<file path="config.mk">
export PLATFORM = sky130hd
export DESIGN_NAME = halt_dump_controller_flat
export DESIGN_NICKNAME = d
export VERILOG_FILES = /design/src/rtl/run_ctrl_pkg.sv /design/src/rtl/halt_dump_controller_if.sv /design/src/rtl/halt_dump_controller_watchdog.sv /design/src/rtl/halt_dump_controller.sv /design/src/flat_wrapper.sv
export SDC_FILE = /design/constraint.sdc
export NUM_CORES = 1
export LEC_CHECK = 0
export BUFFER_PORTS_ARGS = -buffer_cell sky130_fd_sc_hd__buf_2
export CORE_AREA = 2 2 96 98
export CTS_BUF_LIST = sky130_fd_sc_hd__clkbuf_8
export DETAILED_ROUTE_END_ITERATION = 7
export DIE_AREA = 0 0 98 100
export GPL_ROUTABILITY_DRIVEN = 1
export PLACE_DENSITY = 0.91
export SLEW_MARGIN = 15
export SYNTH_ARGS = -nofsm -noshare
export SYNTH_HDL_FRONTEND = slang
export SYNTH_SLANG_ARGS = --single-unit
export TNS_END_PERCENT = 50
</file>
<file path="constraint.sdc">
create_clock -name clk -period 2.5 [get_ports clk]
set_clock_uncertainty 0.15 [all_clocks]
set_input_delay 0.5 -clock clk [delete_from_list [all_inputs] [get_ports clk]]
set_output_delay 0.5 -clock clk [all_outputs]
set_load 0.05 [all_outputs]
</file>
<file path="src/rtl/run_ctrl_pkg.sv">
// Shared encodings for the halt/dump run-control block: FSM states and
// the halt instruction / word size constants.
package run_ctrl_pkg;

  typedef enum logic [2:0] {
    ST_RUN   = 3'd0,
    ST_DRAIN = 3'd1,
    ST_RD    = 3'd2,
    ST_CAP   = 3'd3,
    ST_OUT   = 3'd4,
    ST_DONE  = 3'd5,
    ST_TOUT  = 3'd6
  } state_t;

  localparam logic [31:0] HALT_INST  = 32'h0;
  localparam int          WORD_BYTES = 4;

endpackage

</file>
<file path="src/rtl/halt_dump_controller_if.sv">
// Signal bundle between the run-control block (master) and the SoC/bench
// side (slave): fetch observation, DMEM dump read port, dump stream, status.
interface halt_dump_controller_if #(
  parameter int ADDR_W = 32,
  parameter int CNT_W  = 32
);
  logic [31:0]       inst_i;
  logic              inst_valid_i;
  logic              dmem_rd_en_o;
  logic [ADDR_W-1:0] dmem_rd_addr_o;
  logic [31:0]       dmem_rd_data_i;
  logic              dump_valid_o;
  logic              dump_ready_i;
  logic [ADDR_W-1:0] dump_addr_o;
  logic [31:0]       dump_data_o;
  logic              core_halt_o;
  logic [CNT_W-1:0]  cycles_o;
  logic              halted_o;
  logic              timeout_o;
  logic              done_o;

  modport master (
    input  inst_i, inst_valid_i, dmem_rd_data_i, dump_ready_i,
    output dmem_rd_en_o, dmem_rd_addr_o, dump_valid_o, dump_addr_o,
           dump_data_o, core_halt_o, cycles_o, halted_o, timeout_o, done_o
  );

  modport slave (
    output inst_i, inst_valid_i, dmem_rd_data_i, dump_ready_i,
    input  dmem_rd_en_o, dmem_rd_addr_o, dump_valid_o, dump_addr_o,
           dump_data_o, core_halt_o, cycles_o, halted_o, timeout_o, done_o
  );

endinterface

</file>
<file path="src/rtl/halt_dump_controller_watchdog.sv">
// Saturating run-cycle counter with a timeout compare; counting stops once
// the limit is reached so the reported count equals the limit.
module cycle_watchdog #(
  parameter int CNT_W          = 32,
  parameter int TIMEOUT_CYCLES = 100
) (
  input  logic             clk,
  input  logic             reset,
  input  logic             en,
  input  logic             freeze,
  output logic [CNT_W-1:0] count,
  output logic             expired
);

  localparam logic [CNT_W-1:0] LIMIT = CNT_W'(TIMEOUT_CYCLES);

  assign expired = (count == LIMIT);

  always_ff @(posedge clk or negedge reset) begin
    if (!reset) begin
      count <= '0;
    end else if (en && !freeze && !expired && (count != '1)) begin
      count <= count + CNT_W'(1);
    end
  end

endmodule

</file>
<file path="src/rtl/halt_dump_controller.sv">
// Run-control FSM: counts RUN cycles, detects the halt fetch, drains the
// pipeline, then streams DUMP_WORDS DMEM words out; a watchdog ends runaways.
module halt_dump_controller
  import run_ctrl_pkg::*;
#(
  parameter int ADDR_W         = 32,
  parameter int CNT_W          = 32,
  parameter int DRAIN_CYCLES   = 5,
  parameter int DUMP_WORDS     = 8,
  parameter int TIMEOUT_CYCLES = 100
) (
  input  logic                   clk,
  input  logic                   reset,
  halt_dump_controller_if.master bus,
  output state_t                 dbg_state
);

  localparam int IDX_W = (DUMP_WORDS > 1) ? $clog2(DUMP_WORDS) : 1;
  localparam int DRN_W = (DRAIN_CYCLES > 0) ? $clog2(DRAIN_CYCLES + 1) : 1;
  localparam logic [IDX_W-1:0] LAST_IDX   = IDX_W'(DUMP_WORDS - 1);
  localparam logic [DRN_W-1:0] DRAIN_LAST = DRN_W'((DRAIN_CYCLES > 0) ? DRAIN_CYCLES - 1 : 0);

  if (DUMP_WORDS < 1) begin : g_bad_dump_words
    $error("halt_dump_controller: DUMP_WORDS must be at least 1");
  end

  state_t            state, state_nx;
  logic [IDX_W-1:0]  idx, idx_nx;
  logic [DRN_W-1:0]  drain_cnt, drain_nx;
  logic              halted;
  logic [ADDR_W-1:0] dump_addr_q;
  logic [31:0]       dump_data_q;
  logic [ADDR_W-1:0] word_addr;
  logic              halt_det;
  logic              expired;

  assign halt_det  = (state == ST_RUN) && bus.inst_valid_i && (bus.inst_i == HALT_INST);
  assign word_addr = ADDR_W'(idx) * ADDR_W'(WORD_BYTES);

  cycle_watchdog #(
    .CNT_W          (CNT_W),
    .TIMEOUT_CYCLES (TIMEOUT_CYCLES)
  ) u_watchdog (
    .clk     (clk),
    .reset   (reset),
    .en      (state == ST_RUN),
    .freeze  (halt_det),
    .count   (bus.cycles_o),
    .expired (expired)
  );

  always_ff @(posedge clk or negedge reset) begin
    if (!reset) begin
      state       <= ST_RUN;
      idx         <= '0;
      drain_cnt   <= '0;
      halted      <= 1'b0;
      dump_addr_q <= '0;
      dump_data_q <= '0;
    end else begin
      state     <= state_nx;
      idx       <= idx_nx;
      drain_cnt <= drain_nx;
      if (halt_det) halted <= 1'b1;
      if (state == ST_CAP) begin
        dump_addr_q <= word_addr;
        dump_data_q <= bus.dmem_rd_data_i;
      end
    end
  end

  // Halt is checked before the watchdog so a halt on the limit cycle wins.
  always_comb begin
    state_nx = state;
    idx_nx   = idx;
    drain_nx = drain_cnt;
    case (state)
      ST_RUN: begin
        if (halt_det) begin
          drain_nx = '0;
          state_nx = (DRAIN_CYCLES > 0) ? ST_DRAIN : ST_RD;
        end else if (expired) begin
          state_nx = ST_TOUT;
        end
      end
      ST_DRAIN: begin
        if (drain_cnt == DRAIN_LAST) state_nx = ST_RD;
        else                         drain_nx = drain_cnt + DRN_W'(1);
      end
      ST_RD:  state_nx = ST_CAP;
      ST_CAP: state_nx = ST_OUT;
      ST_OUT: begin
        if (bus.dump_ready_i) begin
          if (idx == LAST_IDX) begin
            state_nx = ST_DONE;
          end else begin
            idx_nx   = idx + IDX_W'(1);
            state_nx = ST_RD;
          end
        end
      end
      ST_DONE: state_nx = ST_DONE;
      ST_TOUT: state_nx = ST_TOUT;
      default: state_nx = ST_RUN;
    endcase
  end

  // Dump stream: a beat transfers on a rising edge where dump_valid_o and
  // dump_ready_i are both high; valid never drops and addr/data never change
  // while a beat is waiting for ready.
  assign bus.dmem_rd_en_o   = (state == ST_RD);
  assign bus.dmem_rd_addr_o = word_addr;
  assign bus.dump_valid_o   = (state == ST_OUT);
  assign bus.dump_addr_o    = dump_addr_q;
  assign bus.dump_data_o    = dump_data_q;
  assign bus.core_halt_o    = (state == ST_RD) || (state == ST_CAP) || (state == ST_OUT) ||
                              (state == ST_DONE) || (state == ST_TOUT);
  assign bus.halted_o       = halted;
  assign bus.timeout_o      = (state == ST_TOUT);
  assign bus.done_o         = (state == ST_DONE) || (state == ST_TOUT);
  assign dbg_state          = state;

endmodule

</file>
<file path="src/flat_wrapper.sv">
// flat-port wrapper written by rule: the top's interface ports become plain ports
module halt_dump_controller_flat import run_ctrl_pkg::*;
#(
  parameter int ADDR_W         = 32,
  parameter int CNT_W          = 32,
  parameter int DRAIN_CYCLES   = 5,
  parameter int DUMP_WORDS     = 8,
  parameter int TIMEOUT_CYCLES = 100
)
  (clk, reset, dbg_state, bus_inst_i, bus_inst_valid_i, bus_dmem_rd_data_i, bus_dump_ready_i, bus_dmem_rd_en_o, bus_dmem_rd_addr_o, bus_dump_valid_o, bus_dump_addr_o, bus_dump_data_o, bus_core_halt_o, bus_cycles_o, bus_halted_o, bus_timeout_o, bus_done_o);
  halt_dump_controller_if #(.ADDR_W(ADDR_W), .CNT_W(CNT_W)) bus_i ();
  input  logic clk;
  input  logic reset;
  output state_t dbg_state;
  input wire logic [$bits(bus_i.inst_i)-1:0] bus_inst_i;
  input wire logic [$bits(bus_i.inst_valid_i)-1:0] bus_inst_valid_i;
  input wire logic [$bits(bus_i.dmem_rd_data_i)-1:0] bus_dmem_rd_data_i;
  input wire logic [$bits(bus_i.dump_ready_i)-1:0] bus_dump_ready_i;
  output wire logic [$bits(bus_i.dmem_rd_en_o)-1:0] bus_dmem_rd_en_o;
  output wire logic [$bits(bus_i.dmem_rd_addr_o)-1:0] bus_dmem_rd_addr_o;
  output wire logic [$bits(bus_i.dump_valid_o)-1:0] bus_dump_valid_o;
  output wire logic [$bits(bus_i.dump_addr_o)-1:0] bus_dump_addr_o;
  output wire logic [$bits(bus_i.dump_data_o)-1:0] bus_dump_data_o;
  output wire logic [$bits(bus_i.core_halt_o)-1:0] bus_core_halt_o;
  output wire logic [$bits(bus_i.cycles_o)-1:0] bus_cycles_o;
  output wire logic [$bits(bus_i.halted_o)-1:0] bus_halted_o;
  output wire logic [$bits(bus_i.timeout_o)-1:0] bus_timeout_o;
  output wire logic [$bits(bus_i.done_o)-1:0] bus_done_o;
  assign bus_i.inst_i = bus_inst_i;
  assign bus_i.inst_valid_i = bus_inst_valid_i;
  assign bus_i.dmem_rd_data_i = bus_dmem_rd_data_i;
  assign bus_i.dump_ready_i = bus_dump_ready_i;
  assign bus_dmem_rd_en_o = bus_i.dmem_rd_en_o;
  assign bus_dmem_rd_addr_o = bus_i.dmem_rd_addr_o;
  assign bus_dump_valid_o = bus_i.dump_valid_o;
  assign bus_dump_addr_o = bus_i.dump_addr_o;
  assign bus_dump_data_o = bus_i.dump_data_o;
  assign bus_core_halt_o = bus_i.core_halt_o;
  assign bus_cycles_o = bus_i.cycles_o;
  assign bus_halted_o = bus_i.halted_o;
  assign bus_timeout_o = bus_i.timeout_o;
  assign bus_done_o = bus_i.done_o;
  halt_dump_controller #(.ADDR_W(ADDR_W), .CNT_W(CNT_W), .DRAIN_CYCLES(DRAIN_CYCLES), .DUMP_WORDS(DUMP_WORDS), .TIMEOUT_CYCLES(TIMEOUT_CYCLES)) u_core (.clk(clk), .reset(reset), .bus(bus_i), .dbg_state(dbg_state));
endmodule
</file>
Word level (Yosys, flattened, before mapping)
Index checks and enable logic that the tools add are counted.
{ "word_totals": {"reg_bits": 77, "out_inout_bits": 137, "in_bits": 68} }
{ "op_classes": {"bitwise_logic": 1, "muxes": 9, "n_eq_ne": 15, "n_reduce_logical": 18, "n_addsub": 3} }
{ "ops": {"columns": ["operator", "n"], "rows": [
  ["adder 32 x 1 -> 32 bit, second input constant", 1],
  ["equality test 32 x 7 -> 1 bit, second input constant", 1],
  ["zero test 32 bit", 1],
  ["!= test 32 bit, second input constant", 1],
  ["2-to-1 mux 3 bit", 7],
  ["case mux 3 bit (7 select lines)", 1],
  ["equality test 3 bit, second input constant", 5],
  ["AND reduction 3 bit", 3],
  ["adder 3 x 1 -> 3 bit, second input constant", 2],
  ["equality test 3 x 2 -> 1 bit, second input constant", 2],
  ["case mux 3 bit (2 select lines)", 1],
  ["logical AND 1 bit", 5],
  ["logical OR 1 bit", 5],
  ["!= test 2 x 1 -> 1 bit, second input constant", 2],
  ["!= test 2 bit, second input constant", 2],
  ["equality test 3 x 1 -> 1 bit, second input constant", 1],
  ["zero test 3 bit", 1],
  ["!= test 3 x 1 -> 1 bit, second input constant", 1],
  ["zero test 1 bit", 2],
  ["nonzero test 2 bit", 1],
  ["inverter 1 bit", 1]
]} }

Depth between registers and ports, before layout
{ "logic_depth": {"word_depth": 7, "ltp_mapped": 9, "mapped_depth_nobuf": 8} }

Cells and area by module
From an unflattened synthesis, not the netlist that was laid out.
{ "unflattened": {"hier_cells": 371, "hier_area_um2": 4157.7} }
{ "by_module_without_submodules": {"columns": ["module", "seq_area_each_um2", "instances", "cells_each", "area_each_um2"], "rows": [
  ["halt_dump_controller", 1126.1, 1, 201, 2422.3],
  ["cycle_watchdog", 800.8, 1, 170, 1735.4]
]} }

Least setup slack after synthesis
OpenSTA, ideal clock, no wires.
{ "synth_path": {"kind": "reg2out", "startpoint": "register u_core.state[1], in the netlist u_core.dbg_state[1]", "endpoint": "output bus_dmem_rd_en_o", "n_path_buf": 1, "arrival_ns": 2.177, "path_slack_ns": -0.327, "path_stages_with_launch": 3, "cell_sequence": "dfrtp_1 > clkbuf_1 > nor3b_1"} }
{ "synth_via": {"elab_chain_len": 1} }
{ "synth_lines": {"columns": ["element", "line_no", "source"], "rows": [
  ["from (decl)", "halt_dump_controller.sv:27", "state_t state, state_nx;"],
  ["from (signal assigned)", "halt_dump_controller.sv:61", "state <= state_nx;"],
  ["equality test 3 x 2 -> 1 bit", "halt_dump_controller.sv:111", "assign bus.dmem_rd_en_o = (state == ST_RD);"],
  ["to (decl)", "flat_wrapper.sv:19", "output wire logic [$bits(bus_i.dmem_rd_en_o)-1:0] bus_dmem_rd_en_o;"]
]} }
No other way between the ends.

Worst setup path in the final report
{ "layout_path": {"startpoint": "register u_core.u_watchdog.count[0]", "endpoint": "register u_core.u_watchdog.count[30]"} }
{ "layout_via": {"elab_chain_len": 4, "word_cells_on_any_way": 6, "classes_between": "add/sub (1); eq/ne (2); reduce/logical (3)"} }
{ "layout_lines": {"columns": ["element", "line_no", "source"], "rows": [
  ["from (decl)", "halt_dump_controller_watchdog.sv:11", "output logic [CNT_W-1:0] count,"],
  ["from (signal assigned)", "halt_dump_controller_watchdog.sv:23", "count <= count + CNT_W'(1);"],
  ["branches (longest 4 deep; another with adder 32 x 1 -> 32 bit)", null, null]
]} }
Parallel ways; which one is timed is not known.
A chain may end at the register's enable or synchronous reset.

==> results.rst <==
.. list-table::
   :header-rows: 1

   * - Metric
     - Value
   * - Top post-synthesis cells by area
     - sky130_fd_sc_hd__dfrtp_1 (48%), sky130_fd_sc_hd__buf_4 (11%), sky130_fd_sc_hd__mux2_2 (11%)
   * - Final wirelength
     - 9220 um
   * - Final count of pins violating max slew
     - 0
   * - Overall die height
     - 100 um
   * - Wirelength per Cell
     - 14.4 um
   * - Setup repair after global routing missed its margin
     - false
   * - Site row count
     - 35
   * - Proportion of synthesized chip area in sequential cells
     - 0.477
   * - Pwr dens
     - 1270 mW/mm2
   * - Largest net degree at the start of global routing
     - 43
   * - Post-detailed-placement cell area
     - 0.00477 mm2
   * - Average via count per standard cell
     - 4.96
   * - Worst min-delay path endpoint
     - u_core.bus.dump_data_o[8]$_DFFE_PN0P_
   * - Post-synth EDFFs
     - 0
   * - Slew margin rel.
     - 0.584
   * - Final cycle utilization of the critical path
     - 0.941
   * - FFs w/ async S/R, synth
     - 1.00
   * - Worst Path Required
     - 2580 ps
   * - Area fraction of the dominant cell type after synthesis
     - 0.477
   * - Number of distinct library cells after synthesis
     - 42
   * - Overall overflow remaining after global route
     - 0
   * - Number of antenna violations at the first check in global routing
     - 0
   * - Post-synthesis instance total
     - ~360
   * - H-tree Lvls
     - 3
   * - CTS root buffer
     - sky130_fd_sc_hd__clkbuf_8
   * - TritonCTS clock tree
     - built
   * - Total routing resource utilization after global routing
     - 0.186
   * - Iteration count of the initial detailed-routing pass
     - 4
   * - Status
     - complete, no violations
   * - Reg2reg start
     - u_core.u_watchdog.count[0]$_DFFE_PN0P_
   * - Post-CTS repair timing setup buffer count
     - 0
   * - Number of synthesis warnings
     - 0
   * - Post-layout min period
     - 2350 ps
   * - Routed vias
     - 3184
   * - Final std cell area, no fill
     - 0.00503 mm2
   * - Capture point of the worst reg-to-reg path
     - u_core.u_watchdog.count[30]$_DFFE_PN0P_
   * - Number of CTS-inserted buffers
     - 9
   * - Crit Path Max Fanout
     - 7
   * - Static Leak
     - 2.57 nW
   * - Clock-pin slew on the worst setup and hold paths
     - 70 ps
   * - Horizontal extent of the die
     - 98 um
   * - Worst reg2reg setup slack
     - 150 ps
   * - Hold path cells
     - 2
   * - Post-placement setup slack
     - -37.3 ps
   * - Post-detailed-route count of antenna-violating nets
     - 0
   * - Critical path arrival
     - 2430 ps
   * - Floorplan die area
     - 0.00980 mm2
   * - DRC errors left
     - 0
   * - Hold/Removal Path Class
     - input pin to flop
   * - Iteration-0 DRC count of the detailed router
     - 115
   * - Setup ws final
     - 146 ps
   * - Floorplan core area
     - 0.00889 mm2
   * - Signed area change from the synthesized netlist to the final layout
     - 24.6%
   * - Maximum clock frequency
     - 0.425 GHz
   * - Least-Margin Pin Slew
     - 623 ps
   * - Reported max-cap violation count
     - 0
   * - Clock latency on the worst-skew pair
     - 340 ps
   * - Number of setup violations in the final report
     - 0
   * - Number of sinks handled by clock tree synthesis
     - between 70 and 80
   * - Number of port buffers
     - 146
   * - Number of inserted diodes
     - 0
   * - Kind of start point of the critical path
     - flop
   * - NumNets Final
     - ~600
   * - Cells on worst reg2reg path
     - 8
   * - Buffers from clock root to sink, at most
     - 2
   * - Detailed-placement wirelength estimate
     - between 7000 and 8000 um
   * - Sort of element at the end of the critical path
     - flop
   * - Total I/O pin count
     - 205
   * - Category of the critical setup timing path
     - flop to flop
   * - Post-route worst hold slack
     - 236 ps
   * - Flip-flop and latch count after synthesis
     - 77
   * - End-of-flow core utilization
     - 0.566
   * - First-pass GRT wire length
     - 14400 um
   * - Avg Cell Area, Syn
     - 11.1 um2
   * - Worst VDD drop
     - about 0.5 mV
   * - Via count of the first global-routing pass
     - 2880
   * - Syn Std Cell Area
     - 0.00404 mm2
   * - Routability Congestion
     - 0.830
   * - Total Neg Setup Slack
     - 0 ps
   * - Final hold viol count
     - 0
   * - Fraction of layout cells with a size suffix above 1
     - 0.426
   * - Initial Utilization
     - 0.454
   * - Dominant synthesized flop cell
     - sky130_fd_sc_hd__dfrtp_1
   * - Hold wc startpoint
     - bus_dmem_rd_data_i[8]
   * - Cell type with the largest total area after synthesis
     - sky130_fd_sc_hd__dfrtp_1
[power by group]
group	internal [W]	switching (W)	leakage, nW	total, W
Clock	0.000651	0.000421	0.118	0.00107
Combinational	0.000940	0.00246	1.48	0.00340
Sequential	0.00165	0.000256	0.973	0.00190
Total	0.00324	0.00313	2.57	0.00637
[cell type report]
type                            instances  area [um2]
Clock inverter                          6         105
Tap cell                              111         139
Fill cell                             772        3860
Sequential cell                        77        1930
Inverter                                8        30.0
Multi-Input combinational cell        268        1830
Clock buffer                            9         124
Timing Repair Buffer                  163         876
[cells in the mapped netlist (2+ instances only)]
library cell and n:
sky130_fd_sc_hd__dfrtp_1 77, sky130_fd_sc_hd__buf_4 58, sky130_fd_sc_hd__mux2_2 38, sky130_fd_sc_hd__xnor2_1 31, sky130_fd_sc_hd__nand4_1 21, sky130_fd_sc_hd__nand3_1 16, sky130_fd_sc_hd__nor2_1 15, sky130_fd_sc_hd__nand2_1 14
sky130_fd_sc_hd__nor4_1 11, sky130_fd_sc_hd__and3_1 10, sky130_fd_sc_hd__nor3_1 9, sky130_fd_sc_hd__inv_1 7, sky130_fd_sc_hd__ha_1 6, sky130_fd_sc_hd__buf_2 5, sky130_fd_sc_hd__o21ai_0 5, sky130_fd_sc_hd__nand2b_1 4
sky130_fd_sc_hd__a21oi_1 3, sky130_fd_sc_hd__clkbuf_1 3, sky130_fd_sc_hd__nor4b_1 3, sky130_fd_sc_hd__buf_6 2, sky130_fd_sc_hd__nand4_2 2, sky130_fd_sc_hd__nor3_2 2, sky130_fd_sc_hd__or3_1 2
[placed cells by master, fill, tap and decap left out, types with 10 or more instances in the layout]
cell type,instances
sky130_fd_sc_hd__conb_1,58
sky130_fd_sc_hd__nor2_1,15
sky130_fd_sc_hd__buf_4,16
sky130_fd_sc_hd__nand3_1,16
sky130_fd_sc_hd__mux2_2,38
sky130_fd_sc_hd__and3_1,10
sky130_fd_sc_hd__nor4_1,11
sky130_fd_sc_hd__nand4_1,21
sky130_fd_sc_hd__dfrtp_1,77
sky130_fd_sc_hd__nand2_1,14
sky130_fd_sc_hd__xnor2_1,31
sky130_fd_sc_hd__buf_2,145
[metal layers]
layer | GRT usage | share of wire
met1 | 0.242 | 0.41
met2 | 0.313 | 0.49
met3 | 0.0453 | 0.081
met4 | 0.0491 | 0.015
met5 | 0 | 0
[what timing repair did]
item / in CTS / in global routing
resized for setup: 0 / 2
hold endpoints to repair: 35 / 0
hold buffers: 1 / 0
pin swaps: 1 / 1
setup endpoints to repair: 15 / 6
cloned: 1 / 0
[flip-flops by register name, summed over array words and instances (netlist names)]
signal and count:
u_core.u_watchdog.count 32, u_core.dbg_state 3, u_core.bus.dump_addr_o 3, u_core.drain_cnt 3
u_core.bus.dump_data_o 32, u_core.bus.halted_o 1, u_core.idx 3
[critical path, stage by stage (launching register included)]
cell,delay (ps)
sky130_fd_sc_hd__dfrtp_1,420
sky130_fd_sc_hd__inv_1,110
sky130_fd_sc_hd__ha_1,160
sky130_fd_sc_hd__nor4b_1,220
sky130_fd_sc_hd__nand4_1,180
sky130_fd_sc_hd__nor3_4,400
sky130_fd_sc_hd__nor3_2,150
sky130_fd_sc_hd__nand4_1,130
sky130_fd_sc_hd__mux2_2,330
[per-stage QoR]
stage	power [W]	std cells
finish	0.00637	642
global route	0.00672	642
CTS	0.00643	642
detailed placement	0.00532	625
global placement	0.00522	625
floorplan	0.00460	420
[worst max path at each step]
| stage | startpoint | end | slack [ps] |
|---|---|---|---|
| after floorplan | u_core.dbg_state[2]$_DFFE_PN0P_ | u_core.idx[1]$_DFFE_PN0P_ | -90 |
| after global placement | u_core.dbg_state[0]$_DFFE_PN0P_ | u_core.u_watchdog.count[25]$_DFFE_PN0P_ | -20 |
| after detailed placement | u_core.u_watchdog.count[1]$_DFFE_PN0P_ | u_core.u_watchdog.count[31]$_DFFE_PN0P_ | -40 |
| after CTS | u_core.u_watchdog.count[1]$_DFFE_PN0P_ | u_core.u_watchdog.count[10]$_DFFE_PN0P_ | 110 |
| after global routing | u_core.u_watchdog.count[0]$_DFFE_PN0P_ | u_core.u_watchdog.count[30]$_DFFE_PN0P_ | 10 |
| final | u_core.u_watchdog.count[0]$_DFFE_PN0P_ | u_core.u_watchdog.count[30]$_DFFE_PN0P_ | 150 |
[cells by family after synthesis]
family                     Yosys count  share of synthesized area
xor gates and xnor gates            32                     0.0694
muxes                               38                      0.106
and+or+nand+nor                    120                      0.178
adders and majority gates            6                     0.0186
AOI/OAI and AO/OA                   13                     0.0201
other                                1                   0.000928
buffers and inverters               76                      0.130
DFF                                 77                      0.477
No activity file was read; power rests on OpenSTA's default activity.
